**config.mk**
```make
export PLATFORM = sky130hd
export DESIGN_NAME = cmp_hit_tracker
export DESIGN_NICKNAME = d
export VERILOG_FILES = /design/src/rtl/cmp_pkg.sv /design/src/rtl/cmp_hit_tracker_sat_inc.sv /design/src/rtl/cmp_hit_tracker.sv
export SDC_FILE = /design/constraint.sdc
export NUM_CORES = 1
export LEC_CHECK = 0
export ABC_AREA = 1
export CAP_MARGIN = 20
export CORE_UTILIZATION = 40
export DETAILED_ROUTE_END_ITERATION = 6
export PLACE_DENSITY = 0.72
export SYNTH_ARGS = -nofsm -noshare
export SYNTH_HDL_FRONTEND = slang
export SYNTH_SLANG_ARGS = --single-unit
export TNS_END_PERCENT = 1
```
**constraint.sdc**
```tcl
create_clock -name clk -period 10.95 [get_ports clk]
set_input_delay 3.285 -clock clk [delete_from_list [all_inputs] [get_ports clk]]
set_output_delay 3.285 -clock clk [all_outputs]
set_load 0.02 [all_outputs]
```
**src/rtl/cmp_pkg.sv**
```systemverilog
// Shared comparator types: run-tracking state and comparator mode encodings.
package cmp_pkg;

    typedef enum logic [1:0] {
        IDLE = 2'd0,
        MISS = 2'd1,
        RUN  = 2'd2
    } run_state_e;

    localparam logic KEY_EQ   = 1'b0;
    localparam logic KEY_DIFF = 1'b1;

endpackage

```
**src/rtl/cmp_hit_tracker_sat_inc.sv**
```systemverilog
// Combinational saturating incrementer; at_max_c flags an all-ones result.
module sat_inc #(
    parameter int unsigned W = 8
) (
    input  logic         en,
    input  logic [W-1:0] val,
    output logic [W-1:0] sum_c,
    output logic         at_max_c
);

    localparam logic [W-1:0] MAX = {W{1'b1}};

    always_comb begin
        sum_c = val;
        if (en && (val != MAX)) begin
            sum_c = val + W'(1);
        end
        at_max_c = (sum_c == MAX);
    end

endmodule

```
**src/rtl/cmp_hit_tracker.sv**
```systemverilog
// Turns per-sample comparator results into saturating hit/run statistics
// and a one-cycle pulse when the current hit run reaches THRESH.
module cmp_hit_tracker
    import cmp_pkg::*;
#(
    parameter int unsigned CW     = 8,
    parameter int unsigned THRESH = 3
) (
    input  logic          clk,
    input  logic          rst,
    input  logic          clr,
    input  logic          in_valid,
    input  logic          in_r,
    input  logic          in_key,
    output logic [CW-1:0] total_cnt,
    output logic [CW-1:0] hit_cnt,
    output logic [CW-1:0] run_len,
    output logic [CW-1:0] max_run,
    output logic          run_pulse,
    output logic          sat
);

    localparam logic [CW-1:0] CNT_MAX = {CW{1'b1}};
    localparam logic [CW-1:0] THR     = CW'(THRESH);

    run_state_e    state_q;
    run_state_e    state_d;
    logic          last_key_q;
    logic          have_key;
    logic          mode_change;
    logic [CW-1:0] run_base;
    logic [CW-1:0] total_inc;
    logic [CW-1:0] hit_inc;
    logic [CW-1:0] run_inc;
    logic          total_max;
    logic          hit_max;
    logic          run_max;
    logic [CW-1:0] run_nxt;
    logic [CW-1:0] max_nxt;
    logic          pulse_nxt;
    logic          sat_nxt;

    assign have_key    = (state_q != IDLE);
    assign mode_change = have_key && (in_key != last_key_q);
    assign run_base    = mode_change ? '0 : run_len;

    sat_inc #(.W(CW)) u_total (
        .en       (1'b1),
        .val      (total_cnt),
        .sum_c    (total_inc),
        .at_max_c (total_max)
    );

    sat_inc #(.W(CW)) u_hit (
        .en       (in_r),
        .val      (hit_cnt),
        .sum_c    (hit_inc),
        .at_max_c (hit_max)
    );

    sat_inc #(.W(CW)) u_run (
        .en       (1'b1),
        .val      (run_base),
        .sum_c    (run_inc),
        .at_max_c (run_max)
    );

    // Next values for an accepted sample; only committed when in_valid is high.
    always_comb begin
        run_nxt   = in_r ? run_inc : '0;
        max_nxt   = (run_nxt > max_run) ? run_nxt : max_run;
        pulse_nxt = (run_nxt == THR) && (run_len != THR);
        sat_nxt   = sat || total_max || hit_max || (in_r && run_max) || (max_nxt == CNT_MAX);
        state_d   = in_r ? RUN : MISS;
    end

    always_ff @(posedge clk) begin
        if (rst || clr) begin
            state_q    <= IDLE;
            last_key_q <= KEY_EQ;
            total_cnt  <= '0;
            hit_cnt    <= '0;
            run_len    <= '0;
            max_run    <= '0;
            run_pulse  <= 1'b0;
            sat        <= 1'b0;
        end else if (in_valid) begin
            state_q    <= state_d;
            last_key_q <= in_key;
            total_cnt  <= total_inc;
            hit_cnt    <= hit_inc;
            run_len    <= run_nxt;
            max_run    <= max_nxt;
            run_pulse  <= pulse_nxt;
            sat        <= sat_nxt;
        end else begin
            run_pulse  <= 1'b0;
        end
    end

endmodule

```
======== Word-level counts from Yosys, hierarchy flattened ========
Index checks and enable logic that the tools add are counted.
storage, ports and cells
  register bits ........................... 37
  bits of input ports ..................... 6
  output and inout port bits .............. 34
  word-level logic and storage cells ...... 41
operators by class
  bitwise operators ....................... 1
  reduce and logical (&&, ||, !) cells .... 11
  eq/ne operators ......................... 10
  magnitude comparators ................... 1
  muxes and demuxes ....................... 7
  add/sub/neg operators ................... 3
operator list
  cell                 count
  $mux 8               6
  $eq 8x8->1 const B   4
  $add 8x1->8 const B  3
  $ne 8x8->1 const B   3
  $eq 8x2->1 const B   1
  $gt 8x8->1           1
  $ne 8x2->1 const B   1
  $logic_or 1x1->1     5
  $logic_and 1x1->1    4
  $mux 2               1
  $reduce_bool 2->1    1
  $reduce_or 2->1      1
  $ne 1x1->1           1
  $not 1->1            1

======== Logic depth before layout (Yosys ltp) ========
Gate-level depths: netlist (run 1).
  depth after elaboration ................. 10
  depth in mapped cells ................... 30
  mapped depth without buffers ............ 28

======== Cells and area by module ========
Synthesis (run 1) repeated with hierarchy kept, for this count alone.
unflattened totals
  cell total of the unflattened synthesis .. 467
  area total of the unflattened synthesis .. 2790.2 um2
modules (own cells, without submodules)
  module           sequential area each (um2)  cells each  area each (um2)  instances
  cmp_hit_tracker  740.7                       263         1840.5           1
  sat_inc          0.0                         68          316.6            3

======== Worst setup path after synthesis (run 1) ========
Ideal clock, no wire load.
  path type ............................... input to register
  start ................................... input port in_key
  end ..................................... register sat
  arrival ................................. 5.982 ns
  stages .................................. 29
  required time ........................... 10.883 ns
  buffers on the path ..................... 2
  library setup time ...................... 0.067 ns
  slack ................................... 4.902 ns
  path through ............................ inv_2 > nand2_2 > nand3_4 > buf_6 > nand2_1 > inv_1 > ha_1 > nand2_1 > inv_1 > nand3_2 > inv_2 > nand2_4 > nand2_1 > nand2_1 > nor2_1 > inv_1 > ha_1 > nor2_1 > nor2_1 > o21ai_2 > nand2_1 > a21oi_2 > inv_1 > buf_6 > o21ai_1 > nand2_1 > nor2_1 > nand2_1 > a21oi_2
on the way
  cells in the longest elaborated chain, start to end .. 10
  elaborated cells between the ends (all ways) .. 14
  classes of those cells .................. add/sub: 1; order compare: 1; eq/ne: 4; mux: 4; reduce/logical: 4
ends and longest elaborated chain
  element                                           RTL line                                                      text
  start, declared                                   cmp_hit_tracker.sv:14                                         input logic in_key,
  $ne 1x1->1 (*)                                    cmp_hit_tracker.sv:44                                         assign mode_change = have_key && (in_key != last_key_q);
  $logic_and 1x1->1 (*)                             cmp_hit_tracker.sv:44
  $mux 8 (*)                                        cmp_hit_tracker.sv:45                                         assign run_base = mode_change ? '0 : run_len;
  $add 8x1->8 / $ne 8x8->1 (equally long branches)  cmp_hit_tracker_sat_inc.sv:16, cmp_hit_tracker_sat_inc.sv:15
  $mux 8 (*)                                        cmp_hit_tracker_sat_inc.sv:15                                 if (en && (val != MAX)) begin
  $mux 8                                            cmp_hit_tracker.sv:70                                         run_nxt = in_r ? run_inc : '0;
  $gt 8x8->1                                        cmp_hit_tracker.sv:71                                         max_nxt = (run_nxt > max_run) ? run_nxt : max_run;
  $mux 8                                            cmp_hit_tracker.sv:71
  $eq 8x8->1                                        cmp_hit_tracker.sv:73                                         sat_nxt = sat || total_max || hit_max || (in_r && run_max) || (max_nxt == CNT_MAX);
  $logic_or 1x1->1 (*)                              cmp_hit_tracker.sv:73
  end signal, assigned                              cmp_hit_tracker.sv:95                                         sat <= sat_nxt;
  end, declared                                     cmp_hit_tracker.sv:20                                         output logic sat
Every way passes the cells marked *; elsewhere a longest branch is shown, timed or not.
A chain may end at the register's enable or synchronous reset.

======== Worst setup path after layout (run 1) ========
  start ................................... input port in_key
  end ..................................... register sat
on the way
  cells in the longest elaborated chain, start to end .. 10
  elaborated cells between the ends (all ways) .. 14
  classes of those cells .................. add/sub: 1; order compare: 1; eq/ne: 4; mux: 4; reduce/logical: 4
ends and longest elaborated chain
  element                                           RTL line                                                      text
  $ne 1x1->1 (*)                                    cmp_hit_tracker.sv:44
  $logic_and 1x1->1 (*)                             cmp_hit_tracker.sv:44
  $mux 8 (*)                                        cmp_hit_tracker.sv:45
  $add 8x1->8 / $ne 8x8->1 (equally long branches)  cmp_hit_tracker_sat_inc.sv:16, cmp_hit_tracker_sat_inc.sv:15
  $mux 8 (*)                                        cmp_hit_tracker_sat_inc.sv:15
  $mux 8 (*)                                        cmp_hit_tracker.sv:70
  via run_nxt[7]                                    cmp_hit_tracker.sv:38                                         logic [CW-1:0] run_nxt;
  $gt 8x8->1                                        cmp_hit_tracker.sv:71
  $mux 8 (*)                                        cmp_hit_tracker.sv:71
  $eq 8x8->1 (*)                                    cmp_hit_tracker.sv:73
  $logic_or 1x1->1 (*)                              cmp_hit_tracker.sv:73
Mark *: on every way through the listed nets, which the timed path passes. The rest lies on a longest branch.

==> flow_metrics.tcl, run 1 <==
set metrics [dict create \
    timing.final.ws_setup_ns 4.261 \
    synth.top_cells.by_area "dfxtp_1, nand2_1, inv_1" \
    postCtsSetupBuffers 0 \
    final_cell_mix "nand2_1, inv_1, clkdlybuf4s50_1" \
    outcome "completed" \
    sequentialPowerShare_pct 49.4 \
    cts_buffers 5 \
    worstHoldStart "state_q[1]" \
    worst_hold_path_type "flip-flop to flip-flop" \
    clk_latency_ns 0.29 \
    power.internal_mw 0.2049 \
    cts.clk_slew.worst_paths_ns 0.08 \
    hpwl_um 4424 \
    worstMarginPinSlew_ns 0.8614 \
    ys_async_sr_fraction_pct 0 \
    slew_violations 0 \
    fill_cells 595 \
    initial_core_util_pct 42.53 \
    antenna_found_initial 0 \
    dieArea_sq_um 6768 \
    rsz0062_at_grt "no" \
    drc 0 \
    period_share_pct 61.09 \
    hold_violations 0 \
    ys_ff_latch 37 \
    yosysTopAreaCell "dfxtp_1" \
    preCtsSetupSlack_ns 3.984 \
    reg2regPathDepth 26 \
    cts_tree "yes" \
    wl_um 5972 \
    postRouteAntennaNets 0 \
    crit_type "primary input to flip-flop" \
    swShare_pct 30.40 \
    avgViaCountPerCell 4.905 \
    r2r_slack_ns 7.40 \
    wl_per_cell_um 11.80 \
    p_leak_nw 1.444 \
    drt-initial-drc-count 143 \
    layout.nets 447 \
    final_common_cell "nand2_1" \
    grt_pass1_wl_um 9915 \
    synth_flop_cell "dfxtp_1" \
    switching_power_mw 0.08950 \
    coreArea_sq_um 6061 \
    htree_levels 2 \
    irDropWorstVdd_v 0.00004666 \
    place.gp.congestion 0.9127 \
    synth_top_area_share_pct 28.74 \
    max_cap_viol_count 0 \
    yosysWarnings 0 \
    drt_pass1_iterations 4 \
    grt_pass1_vias 2151 \
    min_path_cells 2 \
    synth_nets 412 \
    tns_ns 0 \
    fin_crit_ns 6.689 \
    clock_tree.root_cell "clkbuf_8" \
    syn_avg_cell_area_sq_um 6.525 \
    cts.path.max_buffers 2 \
    grt_max_degree 41 \
    synth_cells 395 \
    die_y_um 82.27 \
    grt_usage_pct 19.15 \
    overflow 0 \
    syn_to_final_growth_pct 19.42 \
    slew_headroom_pct 42.51 \
    hold_buffers 0 \
    hold_end "state_q[1]" \
    synth_edf_count 0 \
    routed-via-count 2482 \
    path_max_fanout 14 \
    reg2reg_from "last_key_q" \
    cp-end-kind "flip-flop" \
    antennaDiodeCount 0 \
    row_count 28 \
    synth_area_sq_um 2577 \
    fmax_mhz 149.5 \
    ioPinCount 40 \
    report.final.setup_viol 0 \
    arrival_ns 6.92 \
    io_buffer_count 39 \
    ys_seq_area_share_pct 28.74 \
    synthDistinctLibCells 32 \
    combPwrFrac_pct 19.3 \
    timing.rr.end "sat" \
    fin_skew_ns 0.008424 \
    die_x_um 82.27 \
    critPathLaunchType "primary input" \
    p_per_area_nw_per_um2 95.63 \
    clock_power_share_pct 31.3 \
    layout-drive-gt1-share_pct 8.817 \
    required_ns 11.18 \
    cts_resized 0 \
    cts_num_sinks 37 \
]
[worst max-delay path: stages]
cell and delay (ns):
clkdlybuf4s50_1 0.51, nand2_2 0.08, nand3_4 0.19, nand2_1 0.10
inv_1 0.12, ha_1 0.20, nand2_1 0.06, inv_1 0.07
nand3_2 0.12, nor2_1 0.16, nand3_1 0.12, nand3_1 0.18
nand2_1 0.12, inv_1 0.10, ha_1 0.25, nand2_1 0.07
inv_1 0.03, nor3_1 0.23, a21oi_2 0.14, inv_1 0.25
nand2_1 0.08, o21ai_1 0.10, nand2_1 0.07, nor2_1 0.11
nand2_1 0.07, a21oi_2 0.10
[worst max path at each step]
stage / startpoint / cells past startpoint / to
final: in_key / 26 / sat
after global placement: in_key / 26 / sat
after CTS: in_key / 26 / sat
after global routing: in_key / 27 / sat
after detailed placement: in_key / 26 / sat
after floorplan: in_key / 29 / sat
[sequential cells by signal, summed over array words and instances, names as in the netlist]
register    cells
state_q         2
sat             1
total_cnt       8
last_key_q      1
run_pulse       1
hit_cnt         8
max_run         8
run_len         8
[layout make-up]
| type | instances | area, sq um | share of cell area (%) |
|---|---|---|---|
| Tap cell | 75 | 93.84 | 3.049 |
| Multi-Input combinational cell | 282 | 1519 | 49.35 |
| Sequential cell | 37 | 740.7 | 24.07 |
| Inverter | 63 | 236.5 | 7.683 |
| Clock inverter | 2 | 10.01 | 0.3252 |
| Timing Repair Buffer | 41 | 405.4 | 13.17 |
| Clock buffer | 6 | 72.57 | 2.358 |
[metal layers]
layer  global-route usage [%]  wire, um  part of all wire (%)
met5                        0         0                     0
met4                    6.491        80                   1.3
met3                    4.286       257                   4.3
met2                    28.76      2583                    43
met1                    26.79      3050                    51
[synthesized netlist by cell type (6+ instances only)]
cell type  number
xnor2_1         6
nand3_1        19
ha_1           11
xor2_1         10
dfxtp_1        37
a21oi_1        30
nand2_1        87
inv_1          57
nand2_2         9
o21ai_0        37
clkbuf_1        9
nor2_1         36
[stage by stage]
step | hold WS (ns) | instance area, sq um | power, mW | utilization, % | instances
floorplan | 0.4440 | 2577 | 0.1894 | - | 395
global placement | 0.4584 | 2995 | 0.2045 | 49.42 | 498
finish | 0.4776 | 3078 | 0.2944 | 50.78 | 506
global route | 0.5405 | 3078 | 0.3140 | 50.78 | 506
detailed placement | 0.4634 | 2995 | 0.2052 | 49.42 | 498
CTS | 0.4761 | 3078 | 0.2972 | 50.78 | 506
[cell families after synthesis]
family | share of synthesized area, %
adders and majority gates | 5.340
DFF | 28.74
xor gates and xnor gates | 5.437
and+or+nand+nor | 31.36
buffers and inverters | 12.33
AOI/OAI and AO/OA | 16.80
[power groups by stage]
stage / logic (mW) / registers (mW) / clock network, mW
3_3_place_gp: 0.0559 / 0.149 / 0
4_1_cts: 0.0570 / 0.145 / 0.0947
6_report: 0.0569 / 0.145 / 0.0920
5_1_grt: 0.0643 / 0.146 / 0.104
2_1_floorplan: 0.0369 / 0.153 / 0
3_5_place_dp: 0.0567 / 0.149 / 0
Note: power is estimated with default switching activity, not from simulation.
==> run 2: changes to the inputs <==
clock period = 6.45 ns   (was 10.95 ns; I/O delays follow)
==> run 2 against run 1 <==
  * Clock skew decreased by 0.0039 ns
  * Sequential share of layout area unchanged
  * Combinational power increased by 69%
  * Routed wire length decreased by 1.5%
  * Setup slack got worse by 3.1 ns
  * Final area unchanged
  * Critical path depth unchanged
  * Global-route usage decreased by 0.065 points
  * Clock power increased by 76%
  * Power increased by 72%
  * Register-to-register slack got worse by 4.5 ns
  * Sequential power increased by 70%
  * Critical endpoint unchanged
==> flow_metrics.tcl, run 2 (synthesis results as in run 1) <==
set metrics [dict create \
    drt_pass1_iterations 4 \
    swShare_pct 31.21 \
    path_max_fanout 14 \
    slew_headroom_pct 39.90 \
    overflow 0 \
    dieArea_sq_um 6768 \
    layout.nets 447 \
    cts_tree "yes" \
    tns_ns 0 \
    cts_buffers 5 \
    clock_tree.root_cell "clkbuf_8" \
    htree_levels 2 \
    grt_pass1_vias 2127 \
    period_share_pct 82.39 \
    routed-via-count 2439 \
    fin_crit_ns 5.314 \
    worst_hold_path_type "flip-flop to flip-flop" \
    p_per_area_nw_per_um2 164.3 \
    crit_type "primary input to flip-flop" \
    power.internal_mw 0.3478 \
    cts.clk_slew.worst_paths_ns 0.08 \
    fin_cells 506 \
    cp-end-kind "flip-flop" \
    hpwl_um 4355 \
    report.final.setup_viol 0 \
    grt_pass1_wl_um 9798 \
    worstMarginPinSlew_ns 0.9005 \
    clock_power_share_pct 32.1 \
    cpMaxStageDelayCell "clkdlybuf4s50_1" \
    clk_latency_ns 0.29 \
    fin_area_sq_um 3078 \
    syn_to_final_growth_pct 19.42 \
    io_buffer_count 39 \
    power_mw 0.5056 \
    hold_buffers 0 \
    sequentialPowerShare_pct 48.8 \
    layout-drive-gt1-share_pct 8.817 \
    ioPinCount 40 \
    avgViaCountPerCell 4.820 \
    drc 0 \
    cts_resized 0 \
    antennaDiodeCount 0 \
    placed_area_sq_um 2995 \
    cpPeakStageDelay_ns 0.51 \
    wl_um 5882 \
    critPathLaunchType "primary input" \
    postRouteAntennaNets 0 \
    die_x_um 82.27 \
    fin_skew_ns 0.004554 \
    timing.final.ws_setup_ns 1.136 \
    cpMostUsedCell "nand2_1" \
    switching_power_mw 0.1578 \
    drt-initial-drc-count 201 \
    preCtsSetupSlack_ns 0.8486 \
    crit_buf_inv 6 \
    grt_max_degree 41 \
    antenna_found_initial 0 \
    row_count 28 \
    slew_violations 0 \
    irDropWorstVdd_v 0.00008851 \
    fmax_mhz 188.2 \
    utilization_pct 50.78 \
    grt_usage_pct 19.09 \
    place_inst 498 \
    initial_core_util_pct 42.53 \
    wl_per_cell_um 11.62 \
    coreArea_sq_um 6061 \
    cp_top_family "simple AND/OR/NAND/NOR gates" \
    max_cap_viol_count 0 \
    postCtsSetupBuffers 0 \
    final_cell_mix "nand2_1, inv_1, clkdlybuf4s50_1" \
    r2r_slack_ns 2.91 \
    hold_ws_ns 0.4773 \
    fill_cells 603 \
    p_leak_nw 1.444 \
    cts_num_sinks 37 \
    place.gp.congestion 0.9127 \
    die_y_um 82.27 \
    final_common_cell "nand2_1" \
    cts.path.max_buffers 2 \
    rsz0062_at_grt "no" \
    arrival_ns 5.55 \
    outcome "completed" \
    combPwrFrac_pct 19.1 \
    required_ns 6.68 \
    hold_violations 0 \
]
[run 2: worst register-to-register path: stages (launching register included)]
cell and delay [ns]:
dfxtp_1 0.33, inv_1 0.07, nand2_2 0.06, nand3_4 0.18, nand2_1 0.10, inv_1 0.12
ha_1 0.20, nand2_1 0.06, inv_1 0.06, nand3_2 0.12, nor2_1 0.17, nand3_1 0.12
nand3_1 0.18, nand2_1 0.12, inv_1 0.09, ha_1 0.24, nand2_1 0.07, inv_1 0.03
nor3_1 0.23, a21oi_2 0.14, inv_1 0.25, nand2_1 0.09, o21ai_1 0.11, nand2_1 0.07
nor2_1 0.11, nand2_1 0.07, a21oi_2 0.10
[run 2: layout make-up]
type / instances / area, sq um / area share (%)
clock buffer: 6 / 72.57 / 2.358
clock inverter: 2 / 10.01 / 0.3252
inverter: 63 / 236.5 / 7.683
multi-input combinational: 282 / 1519 / 49.35
sequential: 37 / 740.7 / 24.07
tap: 75 / 93.84 / 3.049
timing repair buffer: 41 / 405.4 / 13.17
[run 2: worst paths after layout]
path / from / endpoint / cells after the start
hold reg to reg: state_q[1] / state_q[1] / 2
setup / recovery: in_key / sat / 26
setup reg to reg: last_key_q / sat / 26
hold / removal: state_q[1] / state_q[1] / 2
[run 2: layer usage]
layer	vias to the layer above	part of all wire [%]	track usage, %	wire, um
li1	1328	-	-	-
met1	1066	53	26.94	3144
met2	40	41	28.76	2438
met3	5	3.7	3.626	219
met4	0	1.3	6.667	79
met5	-	0	0	0
[run 2: power groups by stage]
| stage | logic (mW) | clock network [mW] | registers [mW] |
|---|---|---|---|
| floorplan | 0.0626 | 0 | 0.259 |
| global placement | 0.0950 | 0 | 0.252 |
| detailed placement | 0.0962 | 0 | 0.252 |
| CTS | 0.0964 | 0.165 | 0.247 |
| global route | 0.109 | 0.177 | 0.248 |
| finish | 0.0964 | 0.162 | 0.247 |
==> run 3: changes to the inputs <==
clock period = 5.4 ns   (was 6.45 ns; I/O delays follow)
==> run 3 against run 2 <==
  * Worst hold slack improved by 0.0079 ns
  * Power rose by 38%
  * Global-route usage rose by 0.60 points
  * Clock skew grew 0.0045 ns
  * Core utilization rose by 1.2 points
  * Final area up 2.4%
  * Combinational power increased by 23%
  * Die area is the same
  * Via count is 4.5% higher
  * Register-to-register slack lost 0.77 ns
==> flow_metrics.tcl, run 3 (synthesis results as in run 1) <==
set metrics [dict create \
    cpMaxStageDelayCell "clkdlybuf4s50_1" \
    cts_resized 0 \
    postRouteAntennaNets 0 \
    p_leak_nw 1.481 \
    avgViaCountPerCell 5.008 \
    reg2regPathDepth 26 \
    wl_per_cell_um 11.92 \
    dieArea_sq_um 6768 \
    fin_skew_ns 0.009005 \
    fill_cells 589 \
    switching_power_mw 0.1881 \
    cts.path.max_buffers 2 \
    drt_pass1_iterations 4 \
    cpPeakStageDelay_ns 0.51 \
    initial_core_util_pct 42.53 \
    utilization_pct 52.00 \
    coreArea_sq_um 6061 \
    cp-end-kind "flip-flop" \
    period_share_pct 87.39 \
    hpwl_um 4478 \
    cts.clk_slew.worst_paths_ns 0.08 \
    swShare_pct 26.86 \
    sequentialPowerShare_pct 42.1 \
    layout-drive-gt1-share_pct 9.677 \
    grt_usage_pct 19.69 \
    crit_type "primary input to flip-flop" \
    slew_headroom_pct 41.64 \
    clock_tree.root_cell "clkbuf_8" \
    io_buffer_count 39 \
    worstMarginPinSlew_ns 0.8744 \
    hold_end "state_q[1]" \
    required_ns 5.63 \
    p_per_area_nw_per_um2 222.2 \
    r2r_slack_ns 2.14 \
    combPwrFrac_pct 17.0 \
    outcome "completed" \
    layout.nets 450 \
    drt-initial-drc-count 126 \
    report.final.setup_viol 0 \
    routed-via-count 2549 \
    arrival_ns 4.95 \
    grt_pass1_wl_um 10150 \
    timing.rr.end "sat" \
    worstHoldStart "state_q[1]" \
    htree_levels 2 \
    max_cap_viol_count 0 \
    cts_tree "yes" \
    syn_to_final_growth_pct 22.28 \
    slew_violations 0 \
    rsz0062_at_grt "no" \
    tns_ns 0 \
    postCtsSetupBuffers 0 \
    min_path_cells 2 \
    ioPinCount 40 \
    clock_power_share_pct 40.9 \
    hold_violations 0 \
    die_y_um 82.27 \
    critPathLaunchType "primary input" \
    antennaDiodeCount 0 \
    cpMostUsedCell "nand2_1" \
    place.gp.congestion 0.8992 \
    final_cell_mix "nand2_1, inv_1, clkdlybuf4s50_1" \
    clk_latency_ns 0.30 \
    antenna_found_initial 0 \
    path_max_fanout 11 \
    power.internal_mw 0.5122 \
    cts_num_sinks 37 \
    grt_pass1_vias 2219 \
    fmax_mhz 211.9 \
    cts_buffers 5 \
    row_count 28 \
    worst_hold_path_type "flip-flop to flip-flop" \
    fin_crit_ns 4.719 \
    hold_buffers 0 \
    reg2reg_from "state_q[1]" \
    die_x_um 82.27 \
    drc 0 \
    final_common_cell "nand2_1" \
    grt_max_degree 41 \
    overflow 0 \
    wl_um 6066 \
    irDropWorstVdd_v 0.0001298 \
]
[run 3: changes by cell type in the layout (fill, tap and decap cells not counted), sizes merged]
| cell | change |
|---|---|
| bufinv | +2 |
| clkbuf | -1 |
| clkinv | -1 |
| buf | +3 |
[run 3: per-layer routing]
| layer | track usage (%) | vias to the layer above | part of all wire (%) |
|---|---|---|---|
| li1 | - | 1340 | - |
| met1 | 27.85 | 1128 | 49 |
| met2 | 29.01 | 76 | 42 |
| met3 | 4.286 | 5 | 7.5 |
| met4 | 7.193 | 0 | 1.3 |
| met5 | 0 | - | 0 |
[run 3: worst max path at each step]
stage,startpoint,endpoint,cells after the start
6_report,in_key,sat,26
5_1_grt,in_key,sat,26
4_1_cts,in_key,sat,26
3_5_place_dp,in_key,sat,26
3_3_place_gp,in_key,sat,26
2_1_floorplan,in_key,sat,29
[run 3: cell type report]
type / count / area (sq um) / share of cell area [%]
clock inverter: 3 / 65.06 / 2.064
inverter: 63 / 236.5 / 7.503
tap: 75 / 93.84 / 2.977
multi-input combinational: 282 / 1519 / 48.19
clock buffer: 5 / 68.82 / 2.183
sequential: 37 / 740.7 / 23.50
timing repair buffer: 44 / 427.9 / 13.58
[run 3: metrics by stage]
stage / hold WS (ns) / total power [mW] / instance area [sq um] / cells / setup slack [ns]
finish: 0.4852 / 0.7003 / 3152 / 509 / 0.6807
floorplan: 0.4440 / 0.3840 / 2577 / 395 / 1.017
CTS: 0.4837 / 0.7047 / 3152 / 509 / 0.6874
global placement: 0.4632 / 0.4181 / 3018 / 501 / 0.4805
detailed placement: 0.4674 / 0.4192 / 3018 / 501 / 0.4037
global route: 0.5053 / 0.7369 / 3152 / 509 / 0.1711
[run 3: power groups by stage]
stage	Clock [mW]	Combinational, mW	Sequential (mW)
2_1_floorplan	0	0.0747	0.309
3_3_place_gp	0	0.117	0.301
3_5_place_dp	0	0.118	0.301
4_1_cts	0.291	0.119	0.295
5_1_grt	0.306	0.135	0.297
6_report	0.286	0.119	0.295
[run 3: worst max-delay path: cells and delay by family]
family	cells	cell delay, ns
compound gates	3	0.30
simple gates	15	1.55
buf+inv	6	1.05
fa+ha+maj	2	0.44
